## src/rtl/rtlola_offset_pipeline_pkg.sv

```systemverilog
// rtlola_offset_pipeline_pkg: shared defaults and helpers for the offset-stream monitor core
package rtlola_offset_pipeline_pkg;
  localparam int DEF_WIDTH = 64;
  localparam int DEF_STAGES = 4;
  localparam int DEF_QUEUE_DEPTH = 4;
  localparam int OFFSET_DEFAULT = 0;
  function automatic int ptr_w(input int depth);
    return depth > 1 ? $clog2(depth) : 1;
  endfunction
endpackage

```

## src/rtl/rtlola_event_queue.sv

```systemverilog
// rtlola_event_queue: circular FIFO holding input events while evaluation is frozen
module rtlola_event_queue
  import rtlola_offset_pipeline_pkg::*;
#(
  parameter int WIDTH = DEF_WIDTH,
  parameter int DEPTH = DEF_QUEUE_DEPTH
) (
  input  logic                       clk,
  input  logic                       rst,
  input  logic                       push,
  input  logic                       pop,
  input  logic [WIDTH-1:0]           din,
  output logic [WIDTH-1:0]           dout,
  output logic                       full,
  output logic                       empty,
  output logic [$clog2(DEPTH+1)-1:0] count
);
  localparam int PW = ptr_w(DEPTH);
  localparam int CW = $clog2(DEPTH+1);
  logic [WIDTH-1:0] mem [DEPTH];
  logic [PW-1:0] wr_ptr, rd_ptr;
  function automatic logic [PW-1:0] nxt(input logic [PW-1:0] p);
    return p == PW'(DEPTH-1) ? '0 : p + 1'b1;
  endfunction
  assign dout = mem[rd_ptr];
  assign full = count == CW'(DEPTH);
  assign empty = count == '0;
  always_ff @(posedge clk) begin
    if (push) mem[wr_ptr] <= din;
    if (!rst) begin
      wr_ptr <= '0;
      rd_ptr <= '0;
      count <= '0;
    end else begin
      if (push) wr_ptr <= nxt(wr_ptr);
      if (pop) rd_ptr <= nxt(rd_ptr);
      count <= count + CW'(push) - CW'(pop);
    end
  end
endmodule

```

## src/rtl/rtlola_offset_pipeline.sv

```systemverilog
// rtlola_offset_pipeline: chain of offset streams s_k(e)=s_(k-1)(e)+s_(k-1)(e-1), one layer per clock
module rtlola_offset_pipeline
  import rtlola_offset_pipeline_pkg::*;
#(
  parameter int WIDTH = DEF_WIDTH,
  parameter int STAGES = DEF_STAGES,
  parameter int QUEUE_DEPTH = DEF_QUEUE_DEPTH
) (
  input  logic                             clk,
  input  logic                             rst,
  input  logic                             en,
  input  logic [WIDTH-1:0]                 input_x,
  input  logic                             new_input,
  output logic [STAGES*WIDTH-1:0]          out_data,
  output logic [STAGES-1:0]                out_aktv,
  output logic [$clog2(QUEUE_DEPTH+1)-1:0] queue_count,
  output logic                             overflow
);
  logic [WIDTH-1:0] q_dout, issue_x;
  logic q_full, q_empty, q_push, q_pop, issue_v;
  // Queue has priority over a fresh event so arrival order is preserved.
  always_comb begin
    q_pop = en && !q_empty;
    q_push = new_input && (en ? !q_empty : !q_full);
    issue_v = en && (!q_empty || new_input);
    issue_x = q_empty ? input_x : q_dout;
  end
  rtlola_event_queue #(.WIDTH(WIDTH), .DEPTH(QUEUE_DEPTH)) u_queue (
    .clk(clk),
    .rst(rst),
    .push(q_push),
    .pop(q_pop),
    .din(input_x),
    .dout(q_dout),
    .full(q_full),
    .empty(q_empty),
    .count(queue_count)
  );
  always_ff @(posedge clk) begin
    if (!rst) overflow <= 1'b0;
    else if (!en && new_input && q_full) overflow <= 1'b1;
  end
  for (genvar k = 0; k < STAGES; k++) begin : g_layer
    logic [WIDTH-1:0] op_x, data_q, prev_q;
    logic op_v, aktv_q;
    if (k == 0) begin : g_src
      assign op_v = issue_v;
      assign op_x = issue_x;
    end else begin : g_src
      assign op_v = out_aktv[k-1];
      assign op_x = out_data[(k-1)*WIDTH +: WIDTH];
    end
    always_ff @(posedge clk) begin
      if (!rst) begin
        data_q <= '0;
        prev_q <= WIDTH'(OFFSET_DEFAULT);
        aktv_q <= 1'b0;
      end else if (en) begin
        aktv_q <= op_v;
        if (op_v) begin
          data_q <= op_x + prev_q;
          prev_q <= op_x;
        end
      end
    end
    assign out_data[k*WIDTH +: WIDTH] = data_q;
    assign out_aktv[k] = aktv_q;
  end
endmodule
```

## config.mk

```make
export PLATFORM = sky130hd
export DESIGN_NAME = rtlola_offset_pipeline
export DESIGN_NICKNAME = d
export VERILOG_FILES = /design/src/rtl/rtlola_offset_pipeline_pkg.sv /design/src/rtl/rtlola_event_queue.sv /design/src/rtl/rtlola_offset_pipeline.sv
export SDC_FILE = /design/constraint.sdc
export NUM_CORES = 2
export LEC_CHECK = 0
export CELL_PAD_IN_SITES_DETAIL_PLACEMENT = 1
export CELL_PAD_IN_SITES_GLOBAL_PLACEMENT = 1
export CORE_ASPECT_RATIO = 1.75
export CORE_MARGIN = 8
export CORE_UTILIZATION = 45
export CTS_BUF_LIST = sky130_fd_sc_hd__clkbuf_16
export CTS_CLUSTER_DIAMETER = 120
export DETAILED_ROUTE_END_ITERATION = 16
export GPL_ROUTABILITY_DRIVEN = 0
export PLACE_DENSITY = 0.83
export SKIP_LAST_GASP = 1
export SYNTH_ARGS = -nofsm -noshare
export SYNTH_HDL_FRONTEND = slang
export SYNTH_SLANG_ARGS = --single-unit
```

## constraint.sdc

```tcl
create_clock -name clk -period 6.14 [get_ports clk]
set_clock_uncertainty 0.1 [all_clocks]
set_input_delay 1.228 -clock clk [delete_from_list [all_inputs] [get_ports clk]]
set_output_delay 1.228 -clock clk [all_outputs]
set_load 0.1 [all_outputs]
```

==> Flow_metrics.wiki <==
{| class="wikitable"
! Metric !! Value
|-
| Fraction of final layout cells sized beyond drive strength 1 || 0.0709
|-
| Total Routed Length || 140 mm
|-
| Cells resized by post-CTS repair || 0
|-
| Worst min-delay path endpoint || g_layer[3].data_q[37]$_SDFFE_PN0P_
|-
| Post-Route Utilization || 0.523
|-
| Hold path startpoint || g_layer[3].data_q[37]$_SDFFE_PN0P_
|-
| TritonCTS Sinks || 782
|-
| Pwr dens || 384 nW/um2
|-
| Floorplan Core Area || 93,800 um2
|-
| Detail-routed net length per standard cell || 22.7 um
|-
| Vias in the first global route || 38,746
|-
| Highest Clock Rate || 0.179 GHz
|-
| Reg-to-Reg End || g_layer[0].data_q[63]$_SDFFE_PN0P_
|-
| Internal reg-to-reg setup slack || 0.57 ns
|-
| Number of hold buffers added after cts || 0
|-
| Critical path start-end classification || flip-flop to flip-flop
|-
| Top Family by Delay on Critical Path || compound AO/OA/AOI/OAI gates
|-
| Area growth, synth to finish || 16.0%
|-
| Clock tree from TritonCTS || built
|-
| Setup_tns || 0 ns
|-
| Number of cell rows || 149
|-
| Placed standard-cell area || 46,500 um2
|-
| # IOs || 332
|-
| Hold Violations, Final || 0
|-
| Post-CTS Setup Bufs || 0
|-
| Crit end category || flip-flop
|-
| Number of flops mapped to enable cells by yosys || 256
|-
| Share of async-settable or async-resettable flops after synthesis || 0
|-
| Setup repair after global routing missed its margin || no
|-
| Routed via count || 36,370
|-
| Clk slew on worst S/H paths || 0.06 ns
|-
| R2R depth || 16
|-
| Initial drt markers || 1,726
|-
| Max-slew headroom at the worst pin || 0.191
|-
| Worst path max stage delay || 0.72 ns
|-
| Num CTS Buffers || 78
|-
| Count of port buffers added during placement || 331
|-
| Yosys cell types || 90
|-
| Largest net degree at the start of global routing || 163
|-
| Area used by multi-input combinational logic || 22,800 um2
|-
| IR drop worst, VDD || 0.463 mV
|-
| Status || completed
|-
| Cell internal pwr || 0.0110 W
|-
| CTS root buf || sky130_fd_sc_hd__clkbuf_16
|-
| Global-route wire length before repair || 217 mm
|-
| Most used DFF post-synth || sky130_fd_sc_hd__dfxtp_1
|-
| Residual antenna-violating net count after detailed routing || 0
|-
| Launching element type of the critical path || flip-flop
|-
| Number of stages on the worst hold path || 2
|-
| Combinational Power Share || 0.403
|-
| Initial cell density of the core || 0.451
|-
| Setup violations, final || 0
|-
| Max-slew violation count || 0
|-
| Final critical path time including I/O delays and setup || 5.57 ns
|-
| Critical-path top delay cell || sky130_fd_sc_hd__or3_2
|-
| Cell area after layout || 49,000 um2
|-
| Synthesized netlist net count || 5,074
|-
| Antenna violations before repair || 0
|-
| Pwr Total || 0.0188 W
|-
| Register area || 18,200 um2
|-
| Critical path buffers and inverters || 2
|-
| First-pass iteration count of the detailed router || 4
|-
| Reported leakage power || 18.9 nW
|-
| Die extent in y || 421 um
|-
| Largest buffer count on any clock path || 3
|-
| Critical path data required time || 6.56 ns
|-
| Area of the mapped netlist || 42,300 um2
|-
| Measured slew at the worst slew-check pin || 1.21 ns
|-
| Switching Power || 0.00785 W
|-
| Synthesized instance count || 4,742
|-
| Number of max-capacitance violations reported || 0
|-
| Crit Path Max Fanout || 30
|-
| Share of power burned in registers || 0.339
|-
| Skew-Pair Late Insertion Delay || 0.68 ns
|-
| Part of the cycle the worst path needs || 0.908
|-
| Syn. warnings || 0
|-
| GR Overflow Total || 0
|-
| Clock group share of total power || 0.258
|-
| # nets final || 5,249
|-
| DRC violations left || 0
|-
| Fill cell instance count of the final layout || 10,730
|-
| Sw Ratio || 0.416
|-
| Sequential element share of the synthesized area || 0.431
|-
| Startpoint of the most critical register-to-register path || u_queue.count[1]$_SDFF_PN0_
|-
| Class of the tightest hold or removal check || flip-flop to flip-flop
|-
| H-tree Lvls || 3
|-
| Combined global-route utilization of all metal layers || 0.262
|-
| Count of state elements after synthesis || 782
|-
| Arrival time reported for the critical path endpoint || 6.00 ns
|-
| Die boundary width || 248 um
|-
| Per-instance average area after synthesis || 8.91 um2
|-
| Count of antenna diodes in the layout || 0
|-
| Post-detailed-placement half-perimeter wirelength || 104 mm
|-
| Die area || 104,000 um2
|-
| Critical Path, Cell by Cell || or3_2, buf_4, buf_12, mux2_2, ha_1, a21o_1, a21o_1, a21o_1, a211o_1, a21oi_1, o21ai_0, a41oi_1, o21ai_0, a221oi_1, xnor2_1, o21ai_0
|-
| Average via count per standard cell || 5.88
|}
synth_stat cells, drive strengths merged, types with 52 or more instances:
cell / n / area, um2
nand4: 65 / 407
xor2: 97 / 850
mux2: 65 / 736
dfxtp: 526 / 10500
a21oi: 644 / 3230
nor3: 108 / 546
mux4: 64 / 1440
xnor2: 121 / 1060
nand3: 82 / 410
inv: 58 / 218
nor2: 324 / 1220
edfxtp: 256 / 7690
nand2: 930 / 3490
a211oi: 52 / 405
a21o: 186 / 1400
clkbuf: 249 / 940
ha: 259 / 3240
o21ai: 207 / 1040
cell families after synthesis:
family | share of synthesized area
flops | 0.431
compound gates | 0.193
fa+ha+maj | 0.0790
buf+inv | 0.0310
xor+xnor | 0.0452
simple gates | 0.168
mux | 0.0536
worst min-delay path, stage by stage (launching register included):
cell                      delay [ns]
sky130_fd_sc_hd__dfxtp_1        0.31
sky130_fd_sc_hd__nand2_1        0.05
sky130_fd_sc_hd__a21oi_1        0.05
state kept, by name, indices dropped and copies added, names as in the netlist, named ones only:
register and flops:
g_layer.aktv_q 4, u_queue.rd_ptr 2, u_queue.count 3, g_layer.data_q 256
g_layer.prev_q 256, u_queue.mem 256, overflow 1, u_queue.wr_ptr 2
worst max-delay path by stage:
| stage | from | endpoint | depth (start not counted) |
|---|---|---|---|
| final | u_queue.count[1]$_SDFF_PN0_ | g_layer[0].data_q[63]$_SDFFE_PN0P_ | 16 |
| after global routing | u_queue.count[1]$_SDFF_PN0_ | g_layer[0].data_q[63]$_SDFFE_PN0P_ | 16 |
| after CTS | u_queue.count[1]$_SDFF_PN0_ | g_layer[0].data_q[61]$_SDFFE_PN0P_ | 16 |
| after detailed placement | input_x[0] | g_layer[0].data_q[62]$_SDFFE_PN0P_ | 17 |
| after global placement | input_x[0] | g_layer[0].data_q[62]$_SDFFE_PN0P_ | 17 |
| after floorplan | u_queue.count[1]$_SDFF_PN0_ | g_layer[0].data_q[60]$_SDFFE_PN0P_ | 18 |
layer usage:
layer	share of wire	up-vias	global-route usage
met2	0.52	958	0.485
met3	0.047	395	0.0450
met4	0.059	0	0.144
met5	0	-	0
li1	-	17278	-
met1	0.37	17739	0.276
layout by cell type (no fill, tap or decap), types with 12 or more instances in the layout:
master,netlist,layout
sky130_fd_sc_hd__buf_4,4,43
sky130_fd_sc_hd__dfxtp_1,526,524
sky130_fd_sc_hd__clkdlybuf4s50_1,0,326
sky130_fd_sc_hd__nand4_1,65,65
sky130_fd_sc_hd__o21ai_1,13,12
sky130_fd_sc_hd__a21o_1,186,186
sky130_fd_sc_hd__and3_1,24,24
sky130_fd_sc_hd__xor2_1,97,97
sky130_fd_sc_hd__a21oi_1,642,642
sky130_fd_sc_hd__o21bai_1,46,46
sky130_fd_sc_hd__xnor2_1,121,121
sky130_fd_sc_hd__nor3_1,107,107
sky130_fd_sc_hd__clkinv_2,0,14
sky130_fd_sc_hd__and2_1,19,12
sky130_fd_sc_hd__nor2b_1,20,20
sky130_fd_sc_hd__clkbuf_16,0,79
sky130_fd_sc_hd__a211oi_1,49,49
sky130_fd_sc_hd__inv_1,58,67
sky130_fd_sc_hd__or3_1,21,20
sky130_fd_sc_hd__o211ai_1,17,17
sky130_fd_sc_hd__nand2_1,930,927
sky130_fd_sc_hd__nand2b_1,27,27
sky130_fd_sc_hd__o21a_1,25,24
sky130_fd_sc_hd__a31oi_1,32,32
sky130_fd_sc_hd__o21ai_0,193,193
sky130_fd_sc_hd__mux2_2,64,64
sky130_fd_sc_hd__mux4_2,64,64
sky130_fd_sc_hd__edfxtp_1,256,256
sky130_fd_sc_hd__nand3_1,82,82
sky130_fd_sc_hd__nor2_1,324,324
sky130_fd_sc_hd__clkinv_1,0,12
sky130_fd_sc_hd__ha_1,259,259
per-stage QoR:
step	cells	setup slack (ns)	hold WS (ns)
after global placement	6045	0.599	0.338
after global routing	6185	0.355	0.368
after floorplan	4742	0.823	0.340
after CTS	6185	0.668	0.355
after detailed placement	6045	0.513	0.346
final	6185	0.566	0.351
cell type report:
cell class | instances | area share
multi-input cells | 3619 | 0.465
flip-flops and latches | 782 | 0.372
repair buffers | 378 | 0.0765
clock buffers | 79 | 0.0403
well taps | 1208 | 0.0308
clock inverters | 61 | 0.0113
inverters | 58 | 0.00459
power groups by stage:
stage | Clock, W | Combinational [W] | Sequential (W)
2_1_floorplan | 0 | 0.00395 | 0.00770
3_3_place_gp | 0 | 0.00723 | 0.00645
3_5_place_dp | 0 | 0.00741 | 0.00650
4_1_cts | 0.00496 | 0.00752 | 0.00640
5_1_grt | 0.00514 | 0.00802 | 0.00644
6_report | 0.00486 | 0.00760 | 0.00639
Power figures use the tool's default switching activity.
